File: src/rtl/io_test_pkg.sv
// Shared state encoding and width helper for the I/O test sequencer.
package io_test_pkg;

  typedef enum logic [2:0] {
    IDLE  = 3'd0,
    RESET = 3'd1,
    RUN   = 3'd2,
    PASS  = 3'd3,
    FAIL  = 3'd4
  } state_e;

  // Bits needed to index/count n distinct values, never less than one.
  function automatic int width_for(input int n);
    return (n <= 2) ? 1 : $clog2(n);
  endfunction

endpackage

File: src/rtl/io_port_bank.sv
// Register file holding the CPU input-port values and the expected output values.
module io_port_bank #(
  parameter int N_IN   = 2,
  parameter int N_OUT  = 3,
  parameter int DATA_W = 32,
  parameter int OUT_W  = 5,
  parameter int ADDR_W = 3
) (
  input  logic                    clk_i,
  input  logic                    rst_ni,
  input  logic                    we_i,
  input  logic [ADDR_W-1:0]       addr_i,
  input  logic [DATA_W-1:0]       wdata_i,
  output logic [N_IN*DATA_W-1:0]  in_port_o,
  output logic [N_OUT*OUT_W-1:0]  exp_o
);

  genvar gi;

  for (gi = 0; gi < N_IN; gi++) begin : g_in
    logic [DATA_W-1:0] val_q;
    always_ff @(posedge clk_i or negedge rst_ni) begin
      if (!rst_ni) begin
        val_q <= '0;
      end else if (we_i && (addr_i == ADDR_W'(gi))) begin
        val_q <= wdata_i;
      end
    end
    assign in_port_o[gi*DATA_W +: DATA_W] = val_q;
  end

  // Expected values sit above the input ports; addresses past the end never decode.
  for (gi = 0; gi < N_OUT; gi++) begin : g_exp
    logic [OUT_W-1:0] val_q;
    always_ff @(posedge clk_i or negedge rst_ni) begin
      if (!rst_ni) begin
        val_q <= '0;
      end else if (we_i && (addr_i == ADDR_W'(N_IN + gi))) begin
        val_q <= wdata_i[OUT_W-1:0];
      end
    end
    assign exp_o[gi*OUT_W +: OUT_W] = val_q;
  end

endmodule

File: src/rtl/io_test_sequencer.sv
// Self-test harness: derives the CPU clock, stretches CPU reset, drives input
// ports and waits for the output ports to settle on their expected values.
module io_test_sequencer
  import io_test_pkg::*;
#(
  parameter int  N_IN       = 2,
  parameter int  N_OUT      = 3,
  parameter int  DATA_W     = 32,
  parameter int  OUT_W      = 5,
  parameter int  RST_CYCLES = 5,
  parameter int  TIMEOUT    = 62500,
  parameter int  MATCH_HOLD = 4,
  localparam int ADDR_W     = width_for(N_IN + N_OUT),
  localparam int CNT_W      = width_for(TIMEOUT + 1)
) (
  input  logic                    clock_50M,
  input  logic                    resetn,
  input  logic                    cfg_we,
  input  logic [ADDR_W-1:0]       cfg_addr,
  input  logic [DATA_W-1:0]       cfg_wdata,
  input  logic                    start,
  input  logic [N_OUT*OUT_W-1:0]  out_port_i,
  output logic                    cpu_clk,
  output logic                    cpu_resetn,
  output logic [N_IN*DATA_W-1:0]  in_port_o,
  output logic                    busy,
  output logic                    done,
  output logic                    pass,
  output logic [CNT_W-1:0]        cycles
);

  localparam int RST_W   = width_for(RST_CYCLES);
  localparam int MATCH_W = width_for(MATCH_HOLD + 1);

  state_e                 state_q, state_d;
  logic [RST_W-1:0]       rst_cnt_q, rst_cnt_d;
  logic [CNT_W-1:0]       cycles_q, cycles_d;
  logic [MATCH_W-1:0]     match_cnt_q, match_cnt_d;
  logic                   cpu_clk_q;
  logic [N_OUT*OUT_W-1:0] sample_q;
  logic [N_OUT*OUT_W-1:0] exp_flat;
  logic [N_OUT-1:0]       ch_eq;
  logic                   all_match;

  io_port_bank #(
    .N_IN   (N_IN),
    .N_OUT  (N_OUT),
    .DATA_W (DATA_W),
    .OUT_W  (OUT_W),
    .ADDR_W (ADDR_W)
  ) u_bank (
    .clk_i     (clock_50M),
    .rst_ni    (resetn),
    .we_i      (cfg_we && !busy),
    .addr_i    (cfg_addr),
    .wdata_i   (cfg_wdata),
    .in_port_o (in_port_o),
    .exp_o     (exp_flat)
  );

  genvar gi;
  for (gi = 0; gi < N_OUT; gi++) begin : g_cmp
    assign ch_eq[gi] = (sample_q[gi*OUT_W +: OUT_W] == exp_flat[gi*OUT_W +: OUT_W]);
  end
  assign all_match = &ch_eq;

  always_ff @(posedge clock_50M or negedge resetn) begin
    if (!resetn) begin
      state_q     <= IDLE;
      rst_cnt_q   <= '0;
      cycles_q    <= '0;
      match_cnt_q <= '0;
      cpu_clk_q   <= 1'b1;
      sample_q    <= '0;
    end else begin
      state_q     <= state_d;
      rst_cnt_q   <= rst_cnt_d;
      cycles_q    <= cycles_d;
      match_cnt_q <= match_cnt_d;
      cpu_clk_q   <= ~cpu_clk_q;
      sample_q    <= out_port_i;
    end
  end

  always_comb begin
    state_d     = state_q;
    rst_cnt_d   = rst_cnt_q;
    cycles_d    = cycles_q;
    match_cnt_d = match_cnt_q;
    case (state_q)
      IDLE, PASS, FAIL: begin
        if (start) begin
          state_d   = RESET;
          rst_cnt_d = RST_W'(RST_CYCLES - 1);
        end
      end
      RESET: begin
        if (rst_cnt_q == '0) begin
          state_d     = RUN;
          cycles_d    = '0;
          match_cnt_d = '0;
        end else begin
          rst_cnt_d = rst_cnt_q - 1'b1;
        end
      end
      RUN: begin
        cycles_d = (cycles_q < CNT_W'(TIMEOUT)) ? cycles_q + 1'b1 : cycles_q;
        if (all_match) begin
          match_cnt_d = (match_cnt_q < MATCH_W'(MATCH_HOLD)) ? match_cnt_q + 1'b1 : match_cnt_q;
        end else begin
          match_cnt_d = '0;
        end
        // A match completing on the timeout cycle still counts as a pass.
        if (match_cnt_d == MATCH_W'(MATCH_HOLD)) begin
          state_d = PASS;
        end else if (cycles_d == CNT_W'(TIMEOUT)) begin
          state_d = FAIL;
        end
      end
      default: state_d = IDLE;
    endcase
  end

  assign busy       = (state_q == RESET) || (state_q == RUN);
  assign done       = (state_q == PASS) || (state_q == FAIL);
  assign pass       = (state_q == PASS);
  assign cpu_resetn = (state_q == RUN) || done;
  assign cpu_clk    = cpu_clk_q;
  assign cycles     = cycles_q;

endmodule

File: config.mk
export PLATFORM = sky130hd
export DESIGN_NAME = io_test_sequencer
export DESIGN_NICKNAME = d
export VERILOG_FILES = /design/src/rtl/io_test_pkg.sv /design/src/rtl/io_port_bank.sv /design/src/rtl/io_test_sequencer.sv
export SDC_FILE = /design/constraint.sdc
export NUM_CORES = 1
export LEC_CHECK = 0
export CAP_MARGIN = 20
export CORE_ASPECT_RATIO = 0.7
export CORE_MARGIN = 1
export CORE_UTILIZATION = 49
export CTS_CLUSTER_SIZE = 12
export DETAILED_ROUTE_END_ITERATION = 8
export PLACE_DENSITY = 0.8
export SLEW_MARGIN = 20
export SYNTH_ARGS = -nofsm -noshare
export SYNTH_HDL_FRONTEND = slang
export SYNTH_SLANG_ARGS = --single-unit
File: constraint.sdc
create_clock -name clock_50M -period 2.8 [get_ports clock_50M]
set_input_delay 0.56 -clock clock_50M [delete_from_list [all_inputs] [get_ports clock_50M]]
set_output_delay 0.56 -clock clock_50M [all_outputs]
set_load 0.02 [all_outputs]
Word level (Yosys, flattened, before mapping)
Index checks and enable logic that the tools add are counted.
Storage, ports and cells
  word-level logic and storage cells: 70
  register bits after elaboration: 120
  output and inout port bits: 85
  input bits: 54
Cells by class
  $lt $le $gt $ge: 2
  add/sub/neg operators: 3
  reduce and logical (&&, ||, !) cells: 20
  bitwise logic cells: 1
  equality and inequality tests: 17
  muxes and demuxes: 16
Operators with widths (count)
  two-way mux 16 bit: 2
  case mux 16 bit (2 select lines): 1
  two-way mux 3 bit: 10
  adder 16 x 1 -> 16 bit, second input constant: 1
  == test 16 bit, second input constant: 1
  less-than comparator 16 bit, second input constant: 1
  == test 5 bit: 3
  == test 3 x 2 -> 1 bit, second input constant: 4
  case mux 3 bit (2 select lines): 2
  == test 3 bit, second input constant: 3
  zero test 3 bit: 3
  case mux 3 bit (3 select lines): 1
  AND reduction 3 bit: 3
  == test 3 x 1 -> 1 bit, second input constant: 2
  logical AND 1 bit: 6
  inequality test 2 bit, second input constant: 3
  nonzero test 2 bit: 2
  adder 3 x 1 -> 3 bit, second input constant: 1
  logical OR 1 bit: 3
  less-than comparator 3 bit, second input constant: 1
  inequality test 3 bit, second input constant: 1
  OR reduction 3 bit: 1
  subtractor 3 x 1 -> 3 bit, second input constant: 1
  AND reduction 2 bit: 1
  other kinds (2): 2

Longest topological paths before layout
  depth after elaboration: 7
  mapped depth: 9
  mapped depth without buffers: 9

By module
A second synthesis with hierarchy kept.
Unflattened totals
  cells, all modules: 428
  area total of the unflattened synthesis: 5318.9 µm²
Modules (own cells, without submodules)
  io_port_bank: cells an instance 170, instances 1, seq. area each 1976.9 µm², area each 3006.6 µm²
  io_test_sequencer: cells an instance 258, instances 1, seq. area each 1027.2 µm², area each 2312.2 µm²

Worst setup path after synthesis
OpenSTA, ideal clock, no wires.
  path kind: reg-to-reg
  from: register cycles_q[11], in the netlist cycles[11]
  to: register state_q[1]
  buffers on the path: 1
  stages on the path, launching flop included: 8
  setup slack: 521 ps
  arrival: 2143 ps
  required time: 2664 ps
  clock period less this slack: 2279 ps
  setup time: 136 ps
  cell sequence: dfrtp_1 > buf_2 > or2_2 > a211oi_2 > nor4bb_1 > o32ai_1 > and4b_1 > o21ai_0
Between the ends
  word-level cells in the longest chain between the ends: 5
  elaborated cells on any way between the ends: 6
  classes of those cells: 1 x add/sub; 1 x order compare; 2 x eq/ne; 1 x mux; 1 x reduce/logical
RTL lines
  start: declaration: line io_test_sequencer.sv:37  | logic [CNT_W-1:0] cycles_q, cycles_d;
  start signal: assignment: line io_test_sequencer.sv:78  | cycles_q <= cycles_d;
  adder 16 x 1 -> 16 bit or less-than comparator 16 bit (tied branches): line io_test_sequencer.sv:107  | cycles_d = (cycles_q < CNT_W'(TIMEOUT)) ? cycles_q + 1'b1 : cycles_q;
  two-way mux 16 bit *: line io_test_sequencer.sv:107
  == test 16 bit *: line io_test_sequencer.sv:116  | end else if (cycles_d == CNT_W'(TIMEOUT)) begin
  inequality test 3 bit (no line) *
  AND reduction 3 bit (no line) *
  end signal: assignment: line io_test_sequencer.sv:76  | state_q <= state_d;
  end: declaration: line io_test_sequencer.sv:35  | state_e state_q, state_d;
Mark *: on every way between the ends. The rest lies on a longest branch, timed or not.
A chain may end at the register's enable or synchronous reset.

Final worst setup path
  from: register state_q[2]
  to: output cpu_resetn
Between the ends
  word-level cells in the longest chain between the ends: 3
  elaborated cells on any way between the ends: 5
  classes of those cells: 3 x eq/ne; 2 x reduce/logical
RTL lines
  == test 3 x 2 -> 1 bit or == test 3 bit (tied branches): line io_test_sequencer.sv:125  | assign done = (state_q == PASS) || (state_q == FAIL);
  logical OR 1 bit: line io_test_sequencer.sv:125
  logical OR 1 bit *: line io_test_sequencer.sv:127  | assign cpu_resetn = (state_q == RUN) || done;
  end: declaration: line io_test_sequencer.sv:24  | output logic cpu_resetn,
Marks and branches as above.

==> results by group <==
Run status
  • Outcome: complete, no violations

Timing
  • Crit share post-route: 0.954
  • RSZ-0062 raised after global routing: false
  • Final min period: 2.67 ns
  • Fmax achieved: 374 MHz
  • Setup WS post-layout: 0.129 ns
  • Worst-margin pin slew: 0.634 ns
  • Clock Skew: 0.00817 ns
  • # setup viols final: 0
  • Setup TNS: 0 ns
  • Relative slew slack: 0.576
  • Slew Viols, Final: 0
  • Hold Vio Cnt, Final: 0

Logic synthesis
  • Adder-cell area share of the yosys netlist: 0.00948
  • Post-synthesis compound-gate area fraction: 0.0889
  • Asr flop ratio synth: 1.00
  • Post-Synth XOR/XNOR Area: 0.0299
  • Net Count, Synth: 485
  • Cells after synthesis: 427
  • Ys Warns: 0
  • Number of unique standard cell types used by synthesis: 56
  • Mapped Avg Cell Area: 12.4 um2
  • Top FF cell, synth: dfrtp_1
  • Sequential fraction of the synthesis area: 0.569
  • Post-synthesis cell area: 0.00528 mm2
  • Post-Synth Simple-Gate Area: 0.103
  • Post-synth EDFFs: 0
  • Combinational family with the most area after synthesis: multiplexers
  • Synth Register Bits: 120
  • Post-synthesis mux area share: 0.173

Global route
  • Total Routing Usage GR: 0.263
  • Pin count of the biggest net entering global routing: 55
  • Antenna violations before repair: 0
  • Overflow after GRT: 0
  • First-pass GRT wire length: 22.0 mm
  • Vias in the first global route: 4154

Power
  • Sequential share of power: 0.336
  • Switching power: 0.00281 W
  • Combinational group share of total power: 0.383
  • PwrDens: 1110 mW/mm2
  • VDD IR max: 0.000784 V
  • Static Leakage: 3.16 nW
  • Pint: 0.00554 W
  • Sw Share: 0.336
  • Clock share of power: 0.281

Worst setup path
  • Max incr delay on CP: 0.61 ns
  • Worst Path Arrival: 2.11 ns
  • Worst-path cell chain: nor2b_2 > and2_1 > a21o_1 > nand2b_1 > clkdlybuf4s50_1
  • Worst setup EP type: primary output
  • Setup CP Type: reg -> out
  • Slowest CP cell: clkdlybuf4s50_1
  • CP top delay family: buffers and inverters
  • Worst r2r path cells: 7
  • Reg2reg start: cycles[8]$_DFFE_PN0P_
  • Peak fanout along the critical path: 8
  • Crit start category: flop
  • Reg-to-reg critical path endpoint: state_q[1]$_DFFE_PN0P_
  • WP buf/inv: 1
  • WP data required: 2.24 ns
  • R2R Setup Slk: 0.19 ns

Floorplan
  • Die width: 126 um
  • Chip Height: 88.9 um
  • Die area: 0.0112 mm2
  • Top Ports: 139
  • Core area: 0.0104 mm2
  • Initial Util: 0.508
  • FP Rows: 31

Clock network
  • Sink Count: 120
  • CTS tree: built
  • CTS root buf: clkbuf_16
  • Clock transition at path regs: 0.06 ns
  • CTS Buf Count: 17
  • CTS Buffer Depth: 2
  • H-tree depth: 4
  • Clk_lat worst skew: 0.42 ns
  • Post-CTS Setup Inserts: 0

Flow run
  • Max_cap viols: 0

Routing
  • Via count: 4088
  • Total wire length: 13.7 mm
  • ANT nets after route: 0
  • WL per Instance: 19.0 um
  • DRC Markers: 0
  • First-iteration detailed-routing DRC count: 302
  • Avg Vias per Cell: 5.67
  • Drt pass-1 iters: 5

Layout
  • # nets final: 634
  • Antenna diodes: 0
  • Share of cells above drive strength 1: 0.236
  • Area growth syn-to-layout: 42.0%
  • Most common cell after layout, fill and taps aside: clkdlybuf4s50_1
  • Commonest non-fill, non-tap cells in the layout: clkdlybuf4s50_1, dfrtp_1, mux2_2
  • FILL cells: 707

Placement
  • Place WS: 0.261 ns
  • Port Buf Inserts: 138
  • Detailed placement HPWL: 9.53 mm
  • RePlAce Congestion: 0.910

Hold path
  • Hold Crit Class: in -> async
[sequential cells by signal, summed over array words and instances, names as in the netlist]
name,count
sample_q,15
match_cnt_q,3
cycles,16
cpu_clk,1
state_q,3
u_bank.g_exp.val_q,15
rst_cnt_q,3
u_bank.g_in.val_q,64
[final cells by class]
| type | count | area (um2) | area share |
|---|---|---|---|
| multi-input cells | 270 | 2130 | 0.284 |
| inverters | 13 | 48.8 | 0.00651 |
| repair buffers | 154 | 1510 | 0.202 |
| clock buffers | 18 | 439 | 0.0586 |
| well taps | 132 | 165 | 0.0220 |
| flip-flops and latches | 120 | 3010 | 0.401 |
| clock inverters | 14 | 196 | 0.0262 |
[kinds of logic after synthesis]
| logic type | count (synthesis) |
|---|---|
| fa+ha+maj | 4 |
| compound gates | 72 |
| flops | 120 |
| xor+xnor | 18 |
| simple gates | 95 |
| buf+inv | 37 |
| mux | 81 |
[per-stage QoR]
step	total power, W	cell area, um2	util	std cells	hold slack, ns
finish	0.00834	7500	0.721	721	0.0956
global route	0.00871	7500	0.721	721	0.130
CTS	0.00838	7500	0.721	721	0.108
detailed placement	0.00599	6860	0.660	689	0.426
global placement	0.00586	6860	0.660	689	0.420
floorplan	0.00445	5280	-	427	0.264
[power groups by stage]
stage          Sequential (W)  Combinational (W)  Clock (W)
3_5_place_dp          0.00280            0.00318          0
2_1_floorplan         0.00331            0.00113          0
6_report              0.00280            0.00320    0.00235
4_1_cts               0.00279            0.00322    0.00237
3_3_place_gp          0.00276            0.00310          0
5_1_grt               0.00287            0.00338    0.00246
[per-layer routing]
| layer | vias up | routed length, um | global-route usage |
|---|---|---|---|
| met2 | 176 | 6570 | 0.430 |
| met1 | 2034 | 5890 | 0.330 |
| met5 | - | 0 | 0 |
| met4 | 0 | 272 | 0.106 |
| li1 | 1851 | - | - |
| met3 | 27 | 1000 | 0.0840 |
[cell usage after synthesis, types with 6 or more instances]
cell type	n	area, um2
dfrtp_1	119	2980
mux2_2	80	901
o21ai_0	32	160
nand2_1	21	78.8
clkbuf_1	17	63.8
inv_1	13	48.8
xor2_1	12	105
a21oi_1	11	55.1
nor2_1	11	41.3
nand4_1	10	62.6
nand2b_1	7	43.8
nor4_1	7	43.8
nand3_1	6	30.0
xnor2_1	6	52.6
[worst max path at each step]
stage	end	cells past startpoint	startpoint	slack, ns
6_report	cpu_resetn	5	state_q[2]$_DFFE_PN0P_	0.13
5_1_grt	cpu_resetn	5	state_q[2]$_DFFE_PN0P_	0.04
4_1_cts	cpu_resetn	5	state_q[2]$_DFFE_PN0P_	0.04
3_5_place_dp	state_q[1]$_DFFE_PN0P_	7	cycles[8]$_DFFE_PN0P_	0.26
3_3_place_gp	state_q[1]$_DFFE_PN0P_	7	start	0.43
2_1_floorplan	state_q[1]$_DFFE_PN0P_	7	cycles[11]$_DFFE_PN0P_	0.52
[timing repair]
action                                 4_1_cts  5_1_grt
endpoints found under the hold margin        0        0
setup endpoints to repair                    1        1
gates resized for setup                      2        1
gates cloned                                 0        0
hold buffers                                 0        0
Note: power is estimated with default switching activity, not from simulation.
